===== config.mk =====
export PLATFORM = sky130hd
export DESIGN_NAME = bcd_timer_n
export DESIGN_NICKNAME = d
export VERILOG_FILES = /design/src/rtl/bcd_timer_n.sv
export SDC_FILE = /design/constraint.sdc
export NUM_CORES = 1
export LEC_CHECK = 0
export ABC_CLOCK_PERIOD_IN_PS = 2500
export BUFFER_PORTS_ARGS = -buffer_cell sky130_fd_sc_hd__buf_2
export CAP_MARGIN = 0
export CORE_UTILIZATION = 45
export CTS_CLUSTER_DIAMETER = 50
export DETAILED_ROUTE_END_ITERATION = 10
export MAX_ROUTING_LAYER = met4
export PLACE_DENSITY = 0.72
export SYNTH_ARGS = -nofsm -noshare
export SYNTH_HDL_FRONTEND = slang
export SYNTH_SLANG_ARGS = --single-unit

===== constraint.sdc =====
create_clock -name CLOCK_50 -period 2.5 [get_ports CLOCK_50]
set_input_delay 0.125 -clock CLOCK_50 [delete_from_list [all_inputs] [get_ports CLOCK_50]]
set_output_delay 0.125 -clock CLOCK_50 [all_outputs]
set_load 0.02 [all_outputs]

===== src/rtl/bcd_timer_n.sv =====
// N-digit synchronous BCD up/down timer with an internal prescaler, pause,
// parallel load and wrap-or-stop handling at the terminal count.
module bcd_timer_n #(
   parameter int DIGITS = 3,
   parameter int DIV    = 50000000,
   parameter int DIV_W  = 26,
   parameter int WRAP   = 1
) (
   input  logic                  CLOCK_50,
   input  logic                  Resetn,
   input  logic                  run,
   input  logic                  up_dn,
   input  logic                  clear,
   input  logic                  load,
   input  logic [4*DIGITS-1:0]   load_val,
   output logic [4*DIGITS-1:0]   bcd,
   output logic                  tick,
   output logic                  tc,
   output logic                  done
);

   localparam int W = 4 * DIGITS;

   localparam logic [1:0] ST_PAUSE   = 2'd0;
   localparam logic [1:0] ST_RUN     = 2'd1;
   localparam logic [1:0] ST_EXPIRED = 2'd2;

   localparam logic [DIV_W-1:0] PRE_LAST = DIV_W'(DIV - 1);
   localparam logic [DIV_W-1:0] PRE_ONE  = DIV_W'(1);
   localparam logic [W-1:0]     ZEROS    = {W{1'b0}};

   // Forces any non-decimal nibble of a loaded value to 9.
   function automatic logic [W-1:0] clamp_bcd(input logic [W-1:0] v);
      logic [W-1:0] r;
      logic [3:0]   d;
      r = ZEROS;
      for (int i = 0; i < DIGITS; i++) begin
         d = v[4*i +: 4];
         if (d > 4'd9) begin
            r[4*i +: 4] = 4'd9;
         end else begin
            r[4*i +: 4] = d;
         end
      end
      return r;
   endfunction

   // All digits at 9: the terminal value when counting up.
   function automatic logic [W-1:0] all_nines();
      logic [W-1:0] r;
      r = ZEROS;
      for (int i = 0; i < DIGITS; i++) begin
         r[4*i +: 4] = 4'd9;
      end
      return r;
   endfunction

   // One BCD step; the carry/borrow chain ripples combinationally so every
   // digit settles on the same clock edge.
   function automatic logic [W-1:0] step_bcd(input logic [W-1:0] v, input logic up);
      logic [W-1:0] r;
      logic [3:0]   d;
      logic         cy;
      r  = ZEROS;
      cy = 1'b1;
      for (int i = 0; i < DIGITS; i++) begin
         d = v[4*i +: 4];
         if (!cy) begin
            r[4*i +: 4] = d;
         end else if (up) begin
            if (d >= 4'd9) begin
               r[4*i +: 4] = 4'd0;
            end else begin
               r[4*i +: 4] = d + 4'd1;
               cy          = 1'b0;
            end
         end else begin
            if (d == 4'd0) begin
               r[4*i +: 4] = 4'd9;
            end else begin
               r[4*i +: 4] = d - 4'd1;
               cy          = 1'b0;
            end
         end
      end
      return r;
   endfunction

   localparam logic [W-1:0] NINES = all_nines();

   logic [1:0]       state_r;
   logic [DIV_W-1:0] pre_r;
   logic [W-1:0]     bcd_r;
   logic             tick_r;
   logic             tc_r;
   logic             done_r;

   logic [1:0]       state_nxt_s;
   logic [1:0]       run_state_s;
   logic [DIV_W-1:0] pre_nxt_s;
   logic [W-1:0]     bcd_nxt_s;
   logic             tick_nxt_s;
   logic             tc_nxt_s;
   logic             term_s;

   // Next-state logic: clear > load > count step, with the terminal decision.
   always_comb begin
      state_nxt_s = state_r;
      pre_nxt_s   = pre_r;
      bcd_nxt_s   = bcd_r;
      tick_nxt_s  = 1'b0;
      tc_nxt_s    = 1'b0;
      run_state_s = run ? ST_RUN : ST_PAUSE;
      if (up_dn) begin
         term_s = (bcd_r == NINES);
      end else begin
         term_s = (bcd_r == ZEROS);
      end

      if (clear || load) begin
         // Any step coinciding with clear/load is dropped.
         pre_nxt_s = {DIV_W{1'b0}};
         if (clear) begin
            bcd_nxt_s = ZEROS;
         end else begin
            bcd_nxt_s = clamp_bcd(load_val);
         end
         if (state_r == ST_EXPIRED) begin
            state_nxt_s = ST_PAUSE;
         end else begin
            state_nxt_s = run_state_s;
         end
      end else begin
         case (state_r)
            ST_PAUSE: begin
               state_nxt_s = run_state_s;
            end
            ST_RUN: begin
               if (!run) begin
                  state_nxt_s = ST_PAUSE;
               end else if (pre_r == PRE_LAST) begin
                  pre_nxt_s  = {DIV_W{1'b0}};
                  tick_nxt_s = 1'b1;
                  if (term_s) begin
                     tc_nxt_s = 1'b1;
                     if (WRAP != 0) begin
                        bcd_nxt_s = step_bcd(bcd_r, up_dn);
                     end else begin
                        state_nxt_s = ST_EXPIRED;
                     end
                  end else begin
                     bcd_nxt_s = step_bcd(bcd_r, up_dn);
                  end
               end else begin
                  pre_nxt_s = pre_r + PRE_ONE;
               end
            end
            ST_EXPIRED: begin
               pre_nxt_s = {DIV_W{1'b0}};
            end
            default: begin
               state_nxt_s = ST_PAUSE;
               pre_nxt_s   = {DIV_W{1'b0}};
            end
         endcase
      end
   end

   // State, prescaler and registered outputs.
   always_ff @(posedge CLOCK_50 or negedge Resetn) begin
      if (!Resetn) begin
         state_r <= ST_PAUSE;
         pre_r   <= {DIV_W{1'b0}};
         bcd_r   <= ZEROS;
         tick_r  <= 1'b0;
         tc_r    <= 1'b0;
         done_r  <= 1'b0;
      end else begin
         state_r <= state_nxt_s;
         pre_r   <= pre_nxt_s;
         bcd_r   <= bcd_nxt_s;
         tick_r  <= tick_nxt_s;
         tc_r    <= tc_nxt_s;
         done_r  <= (state_nxt_s == ST_EXPIRED);
      end
   end

   assign bcd  = bcd_r;
   assign tick = tick_r;
   assign tc   = tc_r;
   assign done = done_r;

endmodule

==> results.sh <==
export IMPL_cts_clk_slew_worst_paths_ns=0.08
export IMPL_dp_hpwl_um=5190
export IMPL_dr_pass1_iters=4
export IMPL_violations="negative hold slack"
export IMPL_rows=29
export IMPL_grt_overflow=0
export IMPL_ys_seq_area_frac=0.347
export IMPL_syn_area_per_cell_um2=8.84
export IMPL_setup_violations=0
export IMPL_drt_iter0_markers=112
export IMPL_fin_crit_sh=0.893
export IMPL_power_density_nw_per_um2=459
export IMPL_required_ns=2.72
export IMPL_synth_seq_cells=43
export IMPL_cts_buffer_depth=2
export IMPL_port_buffers=32
export IMPL_r2r_start="bcd[0]"
export IMPL_syn_area_um2=3100
export IMPL_route_vias_total=2725
export IMPL_post_dp_cell_area_um2=3290
export IMPL_rr_worst_depth=7
export IMPL_ys_async_sr_fraction=1.00
export IMPL_core_area_um2=6490
export IMPL_slowest_delay_ns=0.46
export IMPL_die_w_um=85.0
export IMPL_p_leak_nw=1.45
export IMPL_grt_pass1_wl_um=12400
export IMPL_cts_resized=0
export IMPL_ant_nets=0
export IMPL_synth_enable_flop_cells=0
export IMPL_worst_pin_slew_ns=0.969
export IMPL_wl_um=7160
export IMPL_rsz0062_at_grt="false"
export IMPL_whs_ns=-0.0202
export IMPL_worstSetupStartpoint="bcd[0]"
export IMPL_cap_violations=0
export IMPL_fin_area_um2=3390
export IMPL_cts_hold_buf=0
export IMPL_dieArea_um2=7230
export IMPL_routabilityCongestion=0.948
export IMPL_ys_warnings_count=0
export IMPL_clockRootBuffer="clkbuf_8"
export IMPL_crit_type="register to register"
export IMPL_synthToLayoutAreaGrowth_pct=9.16
export IMPL_synth_ff_type="dfrtp_1"
export IMPL_postLayoutCoreUtil=0.521
export IMPL_finalHoldViolations=43
export IMPL_crit_slowest_cell="dfrtp_1"
export IMPL_clock_fmax_mhz=448
export IMPL_holdCritPathClass="primary input to asynchronous set/reset pin"
export IMPL_fin_crit_ns=2.23
export IMPL_grt_start_max_net_pins=44
export IMPL_synthCells=351
export IMPL_synth_net_count=380
export IMPL_synth_most_common_cell="dfrtp_1"
export IMPL_critPathArrivalTime_ns=2.45
export IMPL_slew_headroom=0.354
export IMPL_ioPinCount=33
export IMPL_antenna_found_initial=0
export IMPL_viasPerCell=5.98
export IMPL_reg2reg_slack_ns=0.27
export IMPL_worstSkewPairLatency_ns=0.30
export IMPL_start_kind="register"
export IMPL_synth_area_leader_cell="dfrtp_1"
export IMPL_cts_tree="built"
export IMPL_cts_sinks=43
export IMPL_fillers=611
export IMPL_die_y_um=85.0
export IMPL_numCtsBuffers=5
export IMPL_initial_core_util=0.478
export IMPL_layout_nets=407
export IMPL_cts_max_level=2
export IMPL_synth_cell_types=71
export IMPL_wl_per_cell_um=15.7
export IMPL_drcViolationCount=0
export IMPL_status="finished with violations"
export IMPL_drv_slew=0
export IMPL_netlist_top_cells_area="dfrtp_1 (35%), nor2_1 (4.7%), ha_1 (4.4%)"
export IMPL_drive_above_1_share=0.164
export IMPL_diodes=0
export IMPL_clock_skew_ns=0.00644
export IMPL_synth_top_area_share=0.347
export IMPL_cp_end_kind="register"
export IMPL_peakVddDrop_uv=270
export IMPL_grt_pass1_vias=2615
export IMPL_tns_ns=0
export IMPL_worstReg2RegEnd="bcd[10]"
export IMPL_critical_path_max_fanout=8
export IMPL_yosys_top_cells_count="dfrtp_1 (43), nor2_1 (39), nand2_1 (27)"
export IMPL_path_cells="inv_1 -> ha_1 -> or3b_4 -> a21oi_2 -> o22ai_2 -> a311o_1 -> a211oi_2"
export IMPL_track_usage=0.221
export IMPL_cts_setup_buffers=0
-- area by class of cell --
type	count	area, um^2	area share
multi-input combinational	275	1860	0.549
timing repair buffer	36	190	0.0562
tap	77	96.3	0.0285
inverter	17	63.8	0.0188
clock buffer	8	100	0.0296
sequential	43	1080	0.318
-- state kept, by name, summed over array words and instances, names as in the netlist --
name,cells
bcd,12
done,1
pre_r,26
state_r,2
tc,1
tick,1
-- routing by layer --
metal,global-route usage,wire [um],vias up
li1,-,-,1340
met5,-,0,-
met3,0.0302,314,13
met4,0.0663,120,0
met2,0.367,3500,68
met1,0.280,3230,1304
-- where the power goes --
part / total (W) / internal [W] / switching [W]
combinational: 0.000315 / 0.000127 / 0.000188
sequential: 0.000752 / 0.000712 / 0.0000400
clock: 0.000485 / 0.000252 / 0.000233
total: 0.00155 / 0.00109 / 0.000462
-- worst max path at each step --
| stage | slack, ns | end | cells past startpoint |
|---|---|---|---|
| finish | 0.27 | bcd[10] | 7 |
| floorplan | 0.35 | bcd[6] | 7 |
| global placement | 0.33 | bcd[6] | 7 |
| CTS | 0.27 | bcd[10] | 7 |
| global route | 0.10 | bcd[10] | 7 |
| detailed placement | 0.29 | bcd[10] | 7 |
-- critical path, delay by kind of cell (launching register included) --
kind	cells	cell delay, ns
AOI/OAI and AO/OA	4	0.87
adders and majority gates	1	0.27
buffers and inverters	1	0.12
DFF	1	0.46
and+or+nand+nor	1	0.44
-- layout by cell type, fill, tap and decap left out, drive strengths merged, types with 12 or more instances in the layout --
cell type / synthesis / routed
xor2: 15 / 15
nand3: 21 / 21
dfrtp: 43 / 43
buf: 9 / 36
inv: 16 / 16
nand4: 12 / 12
nand2: 27 / 27
nor2: 39 / 39
a21oi: 15 / 15
o21ai: 20 / 20
-- through the flow --
stage | std cells | total power (W) | setup slack [ns]
floorplan | 351 | 0.000983 | 0.353
global placement | 448 | 0.00108 | 0.325
detailed placement | 448 | 0.00108 | 0.294
CTS | 456 | 0.00156 | 0.274
global route | 456 | 0.00164 | 0.100
finish | 456 | 0.00155 | 0.268
-- logic make-up (layout without fill, tap and decap cells) --
logic type      Yosys count  count (layout)  share of synthesized area
fa+ha+maj                11              11                     0.0444
flops                    43              43                      0.347
xor+xnor                 22              22                     0.0621
simple gates            160             160                      0.286
compound gates           72              72                      0.173
buf+inv                  33              61                     0.0536
mux                      10              10                     0.0343
Power figures use the tool's default switching activity.
